--- src/rtl/coin_acceptor.sv ---
`default_nettype none
// ============================================================================
// Module      : coin_acceptor
// Description : Two-sensor coin validator. Synchronises the raw 5/- and 10/-
//               sensors, measures the high width of each coin pulse, emits a
//               one-cycle coin code for valid coins, rejects short, mixed or
//               lock-out coins, and flags a jammed sensor.
// Revision    : 1.0 - initial release
// ============================================================================
module coin_acceptor #(
    parameter int MIN_PULSE   = 3,
    parameter int MAX_PULSE   = 20,
    parameter int LOCK_CYCLES = 4
) (
    input  logic       clk,
    input  logic       rst_n,
    input  logic       i_sns5,
    input  logic       i_sns10,
    input  logic       i_vend_busy,
    output logic [1:0] o_coin_code,
    output logic       o_reject,
    output logic       o_jam,
    output logic [7:0] o_coin_cnt
);

    // Width counter must hold MAX_PULSE+1 (its saturation value)
    localparam int c_WID_W = $clog2(MAX_PULSE + 2);
    localparam int c_LCK_W = (LOCK_CYCLES < 1) ? 1 : $clog2(LOCK_CYCLES + 1);

    localparam logic [c_WID_W-1:0] c_MIN  = c_WID_W'(MIN_PULSE);
    localparam logic [c_WID_W-1:0] c_MAX  = c_WID_W'(MAX_PULSE);
    localparam logic [c_WID_W-1:0] c_SAT  = c_WID_W'(MAX_PULSE + 1);
    localparam logic [c_WID_W-1:0] c_ONE  = c_WID_W'(1);
    localparam logic [c_LCK_W-1:0] c_LOCK = c_LCK_W'(LOCK_CYCLES);
    localparam logic [c_LCK_W-1:0] c_LONE = c_LCK_W'(1);

    typedef enum logic [2:0] {
        S_IDLE   = 3'd0,
        S_MEAS5  = 3'd1,
        S_MEAS10 = 3'd2,
        S_EMIT   = 3'd3,
        S_REFUSE = 3'd4,
        S_JAM    = 3'd5,
        S_LOCK   = 3'd6
    } state_t;

    state_t             r_state;
    state_t             w_state_nxt;

    logic               r_s5_meta;
    logic               r_s5;
    logic               r_s10_meta;
    logic               r_s10;
    logic               r_busy_d;
    logic [c_WID_W-1:0] r_width;
    logic [c_WID_W-1:0] w_width_nxt;
    logic [c_LCK_W-1:0] r_lock_cnt;
    logic [c_LCK_W-1:0] w_lock_cnt_nxt;
    logic               r_lock_coin;
    logic               w_lock_coin_nxt;
    logic [1:0]         r_coin_code;
    logic [1:0]         w_code_nxt;
    logic               r_reject;
    logic               w_reject_nxt;
    logic               r_jam;
    logic               w_jam_nxt;
    logic [7:0]         r_coin_cnt;

    logic               w_any;
    logic               w_meas;
    logic               w_other;
    logic               w_busy_fall;

    assign w_any       = r_s5 | r_s10;
    // Sensor being measured and the opposite sensor for the current MEAS state
    assign w_meas      = (r_state == S_MEAS5) ? r_s5  : r_s10;
    assign w_other     = (r_state == S_MEAS5) ? r_s10 : r_s5;
    assign w_busy_fall = r_busy_d & ~i_vend_busy;

    // Two-flop synchronisers for the raw coin sensors, plus vend_busy history
    always_ff @(posedge clk or negedge rst_n) begin
        if (!rst_n) begin
            r_s5_meta  <= 1'b0;
            r_s5       <= 1'b0;
            r_s10_meta <= 1'b0;
            r_s10      <= 1'b0;
            r_busy_d   <= 1'b0;
        end else begin
            r_s5_meta  <= i_sns5;
            r_s5       <= r_s5_meta;
            r_s10_meta <= i_sns10;
            r_s10      <= r_s10_meta;
            r_busy_d   <= i_vend_busy;
        end
    end

    // Lock-out counter: reloads on the vend_busy falling edge, then counts down
    always_comb begin
        w_lock_cnt_nxt = r_lock_cnt;
        if (w_busy_fall) begin
            w_lock_cnt_nxt = c_LOCK;
        end else if (r_lock_cnt != '0) begin
            w_lock_cnt_nxt = r_lock_cnt - c_LONE;
        end
    end

    // Next-state and next-output decode; outputs are registered from here
    always_comb begin
        w_state_nxt     = r_state;
        w_width_nxt     = r_width;
        w_lock_coin_nxt = r_lock_coin;
        w_code_nxt      = 2'b00;
        w_reject_nxt    = 1'b0;

        case (r_state)
            S_IDLE: begin
                if (i_vend_busy || w_busy_fall || (r_lock_cnt != '0)) begin
                    w_state_nxt     = S_LOCK;
                    w_lock_coin_nxt = w_any;
                end else if (r_s5 && r_s10) begin
                    w_state_nxt  = S_REFUSE;
                    w_reject_nxt = 1'b1;
                end else if (r_s5) begin
                    w_state_nxt = S_MEAS5;
                    w_width_nxt = c_ONE;
                end else if (r_s10) begin
                    w_state_nxt = S_MEAS10;
                    w_width_nxt = c_ONE;
                end
            end

            S_MEAS5, S_MEAS10: begin
                if (i_vend_busy) begin
                    // Coin in flight is refused once it has cleared the sensors
                    w_state_nxt     = S_LOCK;
                    w_lock_coin_nxt = 1'b1;
                end else if (w_other) begin
                    w_state_nxt  = S_REFUSE;
                    w_reject_nxt = 1'b1;
                end else if (w_meas) begin
                    if (r_width >= c_MAX) begin
                        w_state_nxt  = S_JAM;
                        w_width_nxt  = c_SAT;
                        w_reject_nxt = 1'b1;
                    end else begin
                        w_width_nxt = r_width + c_ONE;
                    end
                end else if (r_width >= c_MIN) begin
                    w_state_nxt = S_EMIT;
                    w_code_nxt  = (r_state == S_MEAS5) ? 2'b01 : 2'b10;
                end else begin
                    w_state_nxt  = S_REFUSE;
                    w_reject_nxt = 1'b1;
                end
            end

            S_EMIT: begin
                if (i_vend_busy) begin
                    w_state_nxt     = S_LOCK;
                    w_lock_coin_nxt = w_any;
                end else begin
                    w_state_nxt = S_IDLE;
                end
            end

            S_REFUSE: begin
                if (!w_any) begin
                    w_state_nxt = S_IDLE;
                end
            end

            S_JAM: begin
                if (!w_any) begin
                    w_state_nxt = S_IDLE;
                end
            end

            S_LOCK: begin
                if (w_any) begin
                    w_lock_coin_nxt = 1'b1;
                end else if (r_lock_coin) begin
                    w_reject_nxt    = 1'b1;
                    w_lock_coin_nxt = 1'b0;
                end
                if (!i_vend_busy && !w_busy_fall && (r_lock_cnt == '0) && !w_any) begin
                    w_state_nxt = S_IDLE;
                end
            end

            default: begin
                w_state_nxt = S_IDLE;
            end
        endcase

        w_jam_nxt = (w_state_nxt == S_JAM);
    end

    // State, counters and registered outputs
    always_ff @(posedge clk or negedge rst_n) begin
        if (!rst_n) begin
            r_state     <= S_IDLE;
            r_width     <= '0;
            r_lock_cnt  <= '0;
            r_lock_coin <= 1'b0;
            r_coin_code <= 2'b00;
            r_reject    <= 1'b0;
            r_jam       <= 1'b0;
            r_coin_cnt  <= 8'd0;
        end else begin
            r_state     <= w_state_nxt;
            r_width     <= w_width_nxt;
            r_lock_cnt  <= w_lock_cnt_nxt;
            r_lock_coin <= w_lock_coin_nxt;
            r_coin_code <= w_code_nxt;
            r_reject    <= w_reject_nxt;
            r_jam       <= w_jam_nxt;
            if ((w_code_nxt != 2'b00) && (r_coin_cnt != 8'hFF)) begin
                r_coin_cnt <= r_coin_cnt + 8'd1;
            end
        end
    end

    assign o_coin_code = r_coin_code;
    assign o_reject    = r_reject;
    assign o_jam       = r_jam;
    assign o_coin_cnt  = r_coin_cnt;

endmodule
`default_nettype wire

--- config.mk ---
export PLATFORM = sky130hd
export DESIGN_NAME = coin_acceptor
export DESIGN_NICKNAME = d
export VERILOG_FILES = /design/src/rtl/coin_acceptor.sv
export SDC_FILE = /design/constraint.sdc
export NUM_CORES = 1
export LEC_CHECK = 0
export BUFFER_PORTS_ARGS = -buffer_cell sky130_fd_sc_hd__buf_2
export CAP_MARGIN = 20
export CORE_MARGIN = 2
export CORE_UTILIZATION = 30
export CTS_BUF_LIST = sky130_fd_sc_hd__clkbuf_8
export CTS_CLUSTER_DIAMETER = 30
export DETAILED_ROUTE_END_ITERATION = 12
export PLACE_DENSITY = 0.57
export SYNTH_ARGS = -nofsm -noshare
export SYNTH_HDL_FRONTEND = slang
export SYNTH_SLANG_ARGS = --single-unit
--- constraint.sdc ---
create_clock -name clk -period 4.6 [get_ports clk]
set_clock_uncertainty 0.1 [all_clocks]
set_input_delay 0.92 -clock clk [delete_from_list [all_inputs] [get_ports clk]]
set_output_delay 0.92 -clock clk [all_outputs]
set_load 0.01 [all_outputs]
* Word level (Yosys, flattened, before mapping)
Cells that the tools add are included.
** Storage, ports and cells
- Flip-flop bits (word level) :: 29
- Bits in latches :: 0
- Bits in writable memories :: 0
- ROM bits :: 0
- Input port bits :: 5
- Output and inout bits :: 12
- Logic and storage cells :: 106
- Memories kept :: 0
** Operators by class
- $add $sub $neg :: 3
- Multiply operators :: 0
- Divide/modulo/power cells :: 0
- $lt $le $gt $ge :: 2
- Equality and inequality tests :: 17
- Shift operators :: 0
- Multiplexer cells :: 47
- Bitwise operators :: 3
- Reductions and logical operators :: 21
** Operators by type and width (count)
- $mux W3 :: 14
- $mux W5 :: 8
- $ne A2 B2 Y1 const B :: 8
- $mux W1 :: 15
- $pmux W3 S5 :: 1
- $eq A3 B3 Y1 const B :: 4
- $mux W2 :: 6
- $pmux W5 S2 :: 1
- $add A8 B1 Y8 const B :: 1
- $ne A8 B8 Y1 const B :: 1
- $reduce_and A7 Y1 :: 1
- $eq A3 B2 Y1 const B :: 2
- $logic_not A3 Y1 :: 2
- $reduce_bool A2 Y1 :: 3
- $add A5 B1 Y5 const B :: 1
- $ge A5 B2 Y1 const B :: 1
- $ge A5 B5 Y1 const B :: 1
- $logic_and A1 B1 Y1 :: 5
- $pmux W1 S4 :: 1
- $reduce_and A4 Y1 :: 1
- $reduce_bool A4 Y1 :: 1
- $reduce_or A2 Y1 :: 2
- $eq A3 B1 Y1 const B :: 1
- $logic_not A1 Y1 :: 3
- 8 further kinds :: 9

* Logic depth before layout (Yosys ltp)
- Word-level depth :: 9
- Mapped depth :: 7
- Mapped depth without buffers :: 7

* Worst setup path before layout
Ideal clock, no wire load.
- Kind :: input to register
- Start point :: input port i_vend_busy
- End point :: register r_width[2]
- Setup time :: 0.121 ns
- Arrival :: 2.120 ns
- Required time :: 4.379 ns
- Setup slack :: 2.259 ns
- Stages :: 6
- Buffers on the path :: 1
- Cell sequence :: buf_6 > nor4b_4 > o211ai_4 > a21oi_4 > nand2_2 > a22o_1
** Between the ends
- Longest elaborated chain between the ends :: 6
- Elaborated cells on any way between the ends :: 7
- Classes of those cells :: 2 x eq/ne; 2 x bitwise; 3 x reduce/logical
** Ends and longest elaborated chain
- start, declared :: line 19 : input logic i_vend_busy,
- $not A1 Y1 :: line 78 : assign w_busy_fall = r_busy_d & ~i_vend_busy;
- $and A1 B1 Y1 :: line 78
- $logic_or A1 B1 Y1 (2 in a row) :: line 117 : if (i_vend_busy || w_busy_fall || (r_lock_cnt != '0)) begin
- $ne A2 B2 Y1 (no source line)
- $reduce_and A7 Y1 (no source line) *
- end signal, assigned :: line 211 : r_width <= w_width_nxt;
- end, declared :: line 55 : logic [c_WID_W-1:0] r_width;
Mark *: on every way between the ends. The rest lies on a longest branch, timed or not.
A chain may end at the register's enable or synchronous reset.

* Final worst setup path
Same ends and word-level chain as after synthesis.

==> flow_metrics.py <==
metrics = {
    "outcome": {
        "outcome": "finished, final reports clean",
    },
    "grt": {
        "gr-total-overflow": 0,
        "grt_usage_pct": 12.37,
        "grt_first_pass_wirelength_mm": 6.044,
        "grt_pass1_vias": 1265,
        "antenna_found_initial": 0,
        "grt_max_degree": 30,
    },
    "synthesis": {
        "synth_top_area_cell": "dfrtp_1",
        "syn_inst": 172,
        "synth_ff_type": "dfrtp_1",
        "syn_area_per_cell_um2": 9.639,
        "synth_seq_area_share_pct": 43.77,
        "ys_async_sr_fraction_pct": 100.0,
        "synth.distinct_cells": 47,
        "synth_edf_count": 0,
        "ys_warn_count": 0,
        "synthesis.nets": 182,
        "syn-cell-area_um2": 1658,
        "synth_top_area_share_pct": 43.77,
        "synth_area_leaders": "dfrtp_1, nand2_1, ha_1",
        "ys_ff_latch": 29,
    },
    "drt": {
        "route.top_layer_used": "met4",
        "firstDrtPassIters": 4,
        "wl_mm": 3.439,
        "vias": 1324,
        "met3_length_um": 124,
        "vias_per_cell": 5.073,
        "antenna_left": 0,
        "met1_length_mm": 1.743,
        "drtIter0Drc": 73,
        "post_drt_wl_per_cell_um": 13.18,
        "met2_length_mm": 1.528,
        "drc": 0,
    },
    "clocking": {
        "clock-sinks": 29,
        "cts_tree": "built",
        "path_clk_slew_ns": 0.06,
        "cts_resized": 0,
        "cts_buffers": 5,
        "clockBufferDepth": 2,
        "cts_setup_buffers": 0,
        "ctsHoldBuffers": 0,
        "clkLatencyLatePin_ns": 0.27,
        "htree_levels": 2,
        "cts-root-buf": "clkbuf_8",
    },
    "worst_setup_path": {
        "r2r_start": "r_width[0]",
        "crit_path_end_kind": "register",
        "cp-start-kind": "input port",
        "rr_worst_depth": 6,
        "path_max_fanout": 10,
        "criticalPathCategory": "input port to register",
        "cp.arrival_ns": 2.35,
        "critPathRequiredTime_ns": 4.66,
        "r2r_setup_slack_ns": 2.41,
        "r2r-end": "o_coin_cnt[3]",
    },
    "power": {
        "pwr-share-comb_pct": 31.9,
        "seq_power_share_pct": 41.0,
        "internal_power_mw": 0.6278,
        "power_frac_clock_pct": 27.0,
        "p_sw_mw": 0.3747,
        "power_leakage_nw": 0.8583,
        "irDropWorstVdd_uv": 199.4,
        "switching_share_pct": 37.37,
        "p_per_area_nw_per_um2": 526.4,
    },
    "layout": {
        "layout_commonest_cell": "dfrtp_1",
        "syn2layout_area_growth_pct": 14.87,
        "mostFrequentLayoutCells": "dfrtp_1, nand2_1, buf_2, inv_1, nand4_1",
        "fin_cells": 261,
        "num-nets-final": 198,
        "finalInstanceArea_um2": 1904,
        "n_antenna_cell": 0,
        "drive_gt1_share_pct": 16.40,
    },
    "floorplan": {
        "fp.dieH_um": 78.34,
        "die_area_um2": 6136,
        "ios": 17,
        "die_w_um": 78.34,
        "initial_core_util_pct": 30.67,
        "core_um2": 5405,
        "row_count": 27,
    },
    "timing": {
        "slew_violations": 0,
        "timing.setup.tns_ns": 0,
        "maxSlewHeadroom_pct": 56.72,
        "fin_crit_ns": 2.290,
        "max_freq_mhz": 436.7,
        "hold_viol": 0,
        "setup_violations": 0,
        "period_share_pct": 49.78,
        "grt_setup_unrepaired": "false",
        "tightest_slew_ns": 0.6492,
    },
    "worst_hold_path": {
        "holdPathEnd": "r_s5",
        "holdPathStages": 0,
        "hp-start": "r_s5_meta",
        "min_path_type": "register to register",
    },
    "placed_design": {
        "post-place-cells": 253,
        "gp_congestion": 0.8363,
        "post_dp_cell_area_um2": 1788,
        "place_hpwl_mm": 2.390,
        "portBuffers": 16,
    },
    "job": {
        "cap_violations": 0,
    },
}
## cell families (layout without fill, tap and decap cells)
family          after synthesis  in the layout  synth area share (%)
compound gates               40             40                 17.13
xor+xnor                      9              9                 4.755
fa+ha+maj                     5              5                 3.774
buf+inv                      17             34                 4.680
flops                        29             29                 43.77
mux                           3              3                 1.887
simple gates                 69             69                 24.00
## per-layer routing
layer	track usage, %	vias to the layer above
met5	0	-
met4	4.737	0
met3	2.414	6
met2	18.62	35
met1	17.54	633
li1	-	650
## state kept, by name, summed over array words and instances, names as in the netlist
| name | cells |
|---|---|
| o_coin_cnt | 8 |
| r_state | 3 |
| r_lock_cnt | 3 |
| r_s5 | 1 |
| r_width | 5 |
| r_s5_meta | 1 |
| r_busy_d | 1 |
| r_lock_coin | 1 |
| o_jam | 1 |
| o_coin_code | 2 |
| r_s10_meta | 1 |
| o_reject | 1 |
| r_s10 | 1 |
## layout make-up
type | instances | area [um^2]
clock buffers | 6 | 82.58
well taps | 72 | 90.09
inverters | 10 | 37.54
multi-input cells | 126 | 854.6
flip-flops and latches | 29 | 725.7
repair buffers | 16 | 80.08
clock inverters | 2 | 33.78
fillers | 547 | 3501
## critical path, cell delays in order
cell      delay [ns]
buf_2           0.17
nor4b_4         0.58
o211ai_4        0.16
a21oi_4         0.24
nand2_2         0.06
a22o_1          0.22
## stage by stage
step	setup WS [ns]	hold WS (ns)	utilization (%)	power [mW]
after floorplan	2.259	0.2312	-	0.6560
after global placement	2.054	0.2325	33.08	0.7377
after detailed placement	2.021	0.2356	33.08	0.7321
after CTS	2.315	0.2517	35.23	1.012
after global routing	2.195	0.2537	35.23	1.078
final	2.310	0.2480	35.23	1.002
## worst max-delay path by stage
stage / depth (start not counted) / from / slack (ns) / endpoint
after CTS: 6 / i_vend_busy / 2.32 / r_width[2]
after global placement: 6 / i_vend_busy / 2.05 / r_width[2]
after floorplan: 6 / i_vend_busy / 2.26 / r_width[2]
after detailed placement: 6 / i_vend_busy / 2.02 / r_width[2]
final: 6 / i_vend_busy / 2.31 / r_width[2]
after global routing: 6 / i_vend_busy / 2.20 / r_width[2]
## cells in the mapped netlist, types with 3 or more instances
cell      number
dfrtp_1       29
nand2_1       17
inv_1         10
nand4_1       10
nand3_1        9
nor2_1         9
a21oi_1        7
xnor2_1        7
ha_1           5
nor2b_1        5
o21ai_0        5
o21ai_1        5
nor3_1         4
a21o_1         3
clkbuf_1       3
o21a_1         3
## power groups by stage
stage	logic [mW]	clock network (mW)	registers, mW
3_3_place_gp	0.320	0	0.417
4_1_cts	0.322	0.281	0.409
5_1_grt	0.363	0.290	0.425
2_1_floorplan	0.284	0	0.372
6_report	0.320	0.271	0.412
3_5_place_dp	0.318	0	0.414
Note: power is estimated with default switching activity, not from simulation.
